--- src/rtl/npc_seg_pkg.sv ---
// Shared seven-segment definitions: active-low {a,b,c,d,e,f,g} patterns.
package npc_seg_pkg;

  typedef logic [6:0] seg7_t;

  localparam seg7_t SEG_BLANK = 7'b1111111;

  localparam seg7_t SEG_HEX [16] = '{
    7'b0000001, 7'b1001111, 7'b0010010, 7'b0000110,
    7'b1001100, 7'b0100100, 7'b0100000, 7'b0001111,
    7'b0000000, 7'b0000100, 7'b0001000, 7'b1100000,
    7'b0110001, 7'b1000010, 7'b0110000, 7'b0111000
  };

endpackage

--- src/rtl/prio_enc_seg_scan_if.sv ---
// Switch-side request bundle and display-side result bundle of the encoder.
interface prio_enc_seg_scan_if
  import npc_seg_pkg::*;
#(
  parameter int IN_W   = 8,
  parameter int DIGITS = 2
);
  localparam int IDX_W = $clog2(IN_W);

  logic [IN_W-1:0]   x;
  logic              en;
  logic              hold;
  logic [IDX_W-1:0]  idx;
  logic              valid;
  logic              changed;
  seg7_t             seg;
  logic [DIGITS-1:0] an;

  modport master (
    output x, en, hold,
    input  idx, valid, changed, seg, an
  );

  modport slave (
    input  x, en, hold,
    output idx, valid, changed, seg, an
  );

endinterface

--- src/rtl/seg7_hex_dec.sv ---
// Combinational hex-nibble to active-low seven-segment decoder with blanking.
module seg7_hex_dec
  import npc_seg_pkg::*;
(
  input  logic [3:0] nib,
  input  logic       blank,
  output seg7_t      seg
);

  assign seg = blank ? SEG_BLANK : SEG_HEX[nib];

endmodule

--- src/rtl/prio_enc_seg_scan.sv ---
// Registered priority encoder (1-cycle latency) with hold control, driving a
// time-multiplexed hex display that scans one digit per SCAN_DIV cycles.
module prio_enc_seg_scan
  import npc_seg_pkg::*;
#(
  parameter int IN_W     = 8,
  parameter int DIGITS   = 2,
  parameter int SCAN_DIV = 1000
)(
  input  logic                clk,
  input  logic                rst_n,
  prio_enc_seg_scan_if.slave  bus
);

  localparam int IDX_W = $clog2(IN_W);
  localparam int CNT_W = $clog2(SCAN_DIV);
  localparam int PTR_W = (DIGITS > 1) ? $clog2(DIGITS) : 1;

  localparam logic [CNT_W-1:0] CNT_LAST = CNT_W'(SCAN_DIV - 1);
  localparam logic [PTR_W-1:0] PTR_LAST = PTR_W'(DIGITS - 1);

  logic [IDX_W-1:0]  idx_q, idx_d;
  logic              valid_q, valid_d;
  logic              changed_q, changed_d;
  logic [CNT_W-1:0]  cnt_q, cnt_d;
  logic [PTR_W-1:0]  ptr_q, ptr_d;
  logic [DIGITS-1:0] an_q, an_d;
  seg7_t             seg_q, seg_d;

  logic [IDX_W-1:0]  enc;
  logic [3:0]        nib;
  seg7_t             dec_seg;

  // Ascending scan: the last set bit seen is the highest one.
  always_comb begin
    enc = '0;
    for (int i = 0; i < IN_W; i++) begin
      if (bus.x[i]) enc = IDX_W'(i);
    end
  end

  always_comb begin
    idx_d     = idx_q;
    valid_d   = valid_q;
    changed_d = 1'b0;
    if (!bus.hold) begin
      valid_d   = bus.en && (|bus.x);
      idx_d     = valid_d ? enc : '0;
      changed_d = (valid_d != valid_q) || (idx_d != idx_q);
    end
  end

  always_comb begin
    cnt_d = (cnt_q == CNT_LAST) ? '0 : cnt_q + CNT_W'(1);
    ptr_d = ptr_q;
    if (cnt_q == CNT_LAST) begin
      ptr_d = (ptr_q == PTR_LAST) ? '0 : ptr_q + PTR_W'(1);
    end
  end

  // Digits above the index width shift in zeros and therefore show 0.
  always_comb begin
    nib  = 4'(idx_q >> (4 * int'(ptr_q)));
    an_d = ~(DIGITS'(1) << ptr_q);
    seg_d = dec_seg;
  end

  seg7_hex_dec u_dec (
    .nib   (nib),
    .blank (~valid_q),
    .seg   (dec_seg)
  );

  always_ff @(posedge clk or negedge rst_n) begin
    if (!rst_n) begin
      idx_q     <= '0;
      valid_q   <= 1'b0;
      changed_q <= 1'b0;
      cnt_q     <= '0;
      ptr_q     <= '0;
      an_q      <= '1;
      seg_q     <= SEG_BLANK;
    end else begin
      idx_q     <= idx_d;
      valid_q   <= valid_d;
      changed_q <= changed_d;
      cnt_q     <= cnt_d;
      ptr_q     <= ptr_d;
      an_q      <= an_d;
      seg_q     <= seg_d;
    end
  end

  assign bus.idx     = idx_q;
  assign bus.valid   = valid_q;
  assign bus.changed = changed_q;
  assign bus.an      = an_q;
  assign bus.seg     = seg_q;

endmodule

--- src/flat_wrapper.sv ---
// flat-port wrapper written by rule: the top's interface ports become plain ports
module prio_enc_seg_scan_flat import npc_seg_pkg::*;
#(
  parameter int IN_W     = 8,
  parameter int DIGITS   = 2,
  parameter int SCAN_DIV = 1000
)
  (clk, rst_n, bus_x, bus_en, bus_hold, bus_idx, bus_valid, bus_changed, bus_seg, bus_an);
  prio_enc_seg_scan_if #(.IN_W(IN_W), .DIGITS(DIGITS)) bus_i ();
  input  logic clk;
  input  logic rst_n;
  input wire logic [$bits(bus_i.x)-1:0] bus_x;
  input wire logic [$bits(bus_i.en)-1:0] bus_en;
  input wire logic [$bits(bus_i.hold)-1:0] bus_hold;
  output wire logic [$bits(bus_i.idx)-1:0] bus_idx;
  output wire logic [$bits(bus_i.valid)-1:0] bus_valid;
  output wire logic [$bits(bus_i.changed)-1:0] bus_changed;
  output wire logic [$bits(bus_i.seg)-1:0] bus_seg;
  output wire logic [$bits(bus_i.an)-1:0] bus_an;
  assign bus_i.x = bus_x;
  assign bus_i.en = bus_en;
  assign bus_i.hold = bus_hold;
  assign bus_idx = bus_i.idx;
  assign bus_valid = bus_i.valid;
  assign bus_changed = bus_i.changed;
  assign bus_seg = bus_i.seg;
  assign bus_an = bus_i.an;
  prio_enc_seg_scan #(.IN_W(IN_W), .DIGITS(DIGITS), .SCAN_DIV(SCAN_DIV)) u_core (.clk(clk), .rst_n(rst_n), .bus(bus_i));
endmodule
--- config.mk ---
export PLATFORM = sky130hd
export DESIGN_NAME = prio_enc_seg_scan_flat
export DESIGN_NICKNAME = d
export VERILOG_FILES = /design/src/rtl/npc_seg_pkg.sv /design/src/rtl/prio_enc_seg_scan_if.sv /design/src/rtl/seg7_hex_dec.sv /design/src/rtl/prio_enc_seg_scan.sv /design/src/flat_wrapper.sv
export SDC_FILE = /design/constraint.sdc
export NUM_CORES = 1
export LEC_CHECK = 0
export BUFFER_PORTS_ARGS = -buffer_cell sky130_fd_sc_hd__clkbuf_2
export CAP_MARGIN = 20
export CORE_ASPECT_RATIO = 0.8
export CORE_MARGIN = 4
export CORE_UTILIZATION = 40
export DETAILED_ROUTE_END_ITERATION = 16
export PLACE_DENSITY = 0.73
export SYNTH_ARGS = -nofsm -noshare
export SYNTH_HDL_FRONTEND = slang
export SYNTH_SLANG_ARGS = --single-unit
--- constraint.sdc ---
create_clock -name clk -period 1.64 [get_ports clk]
set_input_delay 0.328 -clock clk [delete_from_list [all_inputs] [get_ports clk]]
set_output_delay 0.328 -clock clk [all_outputs]
set_load 0.01 [all_outputs]
==> metrics <==
Area contributors post-synth dfrtp_1, dfstp_2, ha_1, nand2_1, xnor2_1; startpoint class of the critical path flip-flop; biggest area consumer among synthesized cells dfrtp_1; setup total negative slack 0 ps; VDD IR max 0.000533 V; WL per Instance 12.0 µm; run status complete, no violations; sequential fraction of the synthesis area 52.7%; post_cts resized 0; hold_ws 46.7 ps; Slew HR 61.7%; crit path time final 1480 ps; number of global-route vias before repair 900; Crit. End Element flip-flop; global-route usage over all layers 11.9%; worst setup path class flip-flop to flip-flop; FP Rows 17; clk sinks 25; synthesis-to-layout area growth 17.4%; Pleak 0.651 nW; Core Region 0.00283 mm²; n_diodes 0; Remaining DRCs 0; Layout Nets 160; GPL Wtd Cong 0.820; Final HPWL DP 1.68 mm; Post-DRT Antenna Nets 0; Hold Violations, Final 0; pwr dens 902 mW/mm²; async set or reset register ratio after synthesis 100%; RSZ-0062 raised after global routing false; Avg Inst Size Synth 10.7 µm²; worst skew pair latency 260 ps; post-synth top area share 33.2%; Seq cells post-synth 25; Iter 0 DRT Violations 12; Cells after Synth 113; syn nets 132; maximum fanout along the worst path 8; Main synth FF type dfrtp_1; Data required, critical path 1830 ps; worst hold path type input pin to async pin; H-tree levels 1; WP data arrival 1670 ps; TritonCTS Buffers 3; Clk pin slew, worst setup/hold paths 80 ps; I/O pin count 26; fraction of layout cells with a size suffix above 1 31.4%; port bufs 25; Remaining Overflow, GRT 0; CTS tree done; Setup Buffers After CTS 0; clock skew 1.09 ps; initial antenna violation count 0; final worst-path setup slack 158 ps; Final setup viols 0; Die Width 69.4 µm; FMAX 0.675 GHz; Routed WL 2.13 mm; Synth cell types 26; Max Slew Vio Count 0; total number of vias 879; Post-Syn Area 0.00121 mm²; r2r setup slk 160 ps; worst slew pin tran 575 ps; Core Util, Final 50.1%; Root Driver clkbuf_8; Maximum Capacitance Violations 0; DR vias/cell 4.94; Reg2Reg Depth 4; Max Root-Sink Buffers 2; pre-CTS WS -13.7 ps; largest net degree at the start of global routing 26; period utilization 90.4%; drt pass-1 iters 4; Synth warnings 0; Die ar. 0.00397 mm²; Initial Util 42.7%; number of flops mapped to enable cells by yosys 0; first-pass GRT wire length 3.79 mm; Die Y 57.1 µm; cts hold-fix bufs 0
-- metal layers --
metal	wire length, µm	up-vias	global-route usage (%)
li1	-	442	-
met1	919	414	13.2
met2	1060	19	20.1
met3	112	4	5.28
met4	41	0	5.29
met5	0	-	0
-- cells by family (layout without fill, tap and decap cells) --
| logic type | after synthesis | after routing | synth area share, % |
|---|---|---|---|
| AOI/OAI and AO/OA | 19 | 19 | 11.4 |
| and+or+nand+nor | 43 | 43 | 16.6 |
| xor gates and xnor gates | 10 | 10 | 7.25 |
| DFF | 25 | 25 | 52.7 |
| adders and majority gates | 7 | 7 | 7.25 |
| muxes | 3 | 3 | 2.80 |
| buffers and inverters | 6 | 33 | 1.97 |
-- placed cells by master (no fill, tap or decap), drive strengths merged --
cell,count
o31ai,2
clkinv,1
a21boi,2
o211ai,1
nor3,1
xnor2,6
a31o,1
nor2b,3
dfstp,9
inv,4
dfrtp,16
mux2,3
clkbuf,28
nand3,6
o2111ai,1
o21ai,7
a21oi,3
ha,7
xor2,4
o41ai,2
nand4,1
nand2,18
nor2,12
nor4,2
-- area by class of cell --
class	count	area [µm²]
fill	247	1410
sequential	25	637
multi-input combinational	82	547
timing repair buffer	25	125
tap	38	47.5
clock buffer	3	41.3
inverter	4	15.0
clock inverter	1	5.00
-- cell usage after synthesis, types with 2 or more instances --
library cell,n
nand3_1,6
dfrtp_1,16
o41ai_2,2
xor2_1,4
inv_1,4
o31ai_1,2
nor2_1,12
nor2b_1,3
mux2_2,3
xnor2_1,6
nand2_1,18
dfstp_2,9
o21ai_0,7
a21oi_1,3
ha_1,7
-- critical path, stage by stage, from the launching register on --
cell	delay (ps)
dfrtp_1	380
ha_1	210
nand3_1	170
nor4_4	480
xnor2_1	170
-- final timing paths --
path | from | to
max | u_core.cnt_q[0] | u_core.ptr_q
min | rst_n | u_core.cnt_q[8]
max reg2reg | u_core.cnt_q[0] | u_core.ptr_q
min reg2reg | u_core.ptr_q | u_core.bus.an[0]
max in group asynchronous | rst_n | u_core.cnt_q[0]
min in group clk | bus_hold | u_core.bus.changed
-- sequential cells by signal (all words and copies together), names as in the netlist --
signal	cells
u_core.bus.valid	1
u_core.bus.seg	7
u_core.ptr_q	1
u_core.bus.idx	3
u_core.cnt_q	10
u_core.bus.changed	1
u_core.bus.an	2
-- per-stage QoR --
step           power, mW  instance area, µm²  std cells
6_report            1.28                1420        178
5_1_grt             1.35                1420        178
4_1_cts             1.29                1420        178
3_5_place_dp       0.944                1370        174
3_3_place_gp       0.934                1370        174
2_1_floorplan      0.842                1210        113
-- power by group --
part	total (mW)	switching, mW	internal, mW
Combinational	0.212	0.122	0.0905
Clock	0.351	0.181	0.170
Sequential	0.716	0.0331	0.683
(Power assumes the default switching activity.)
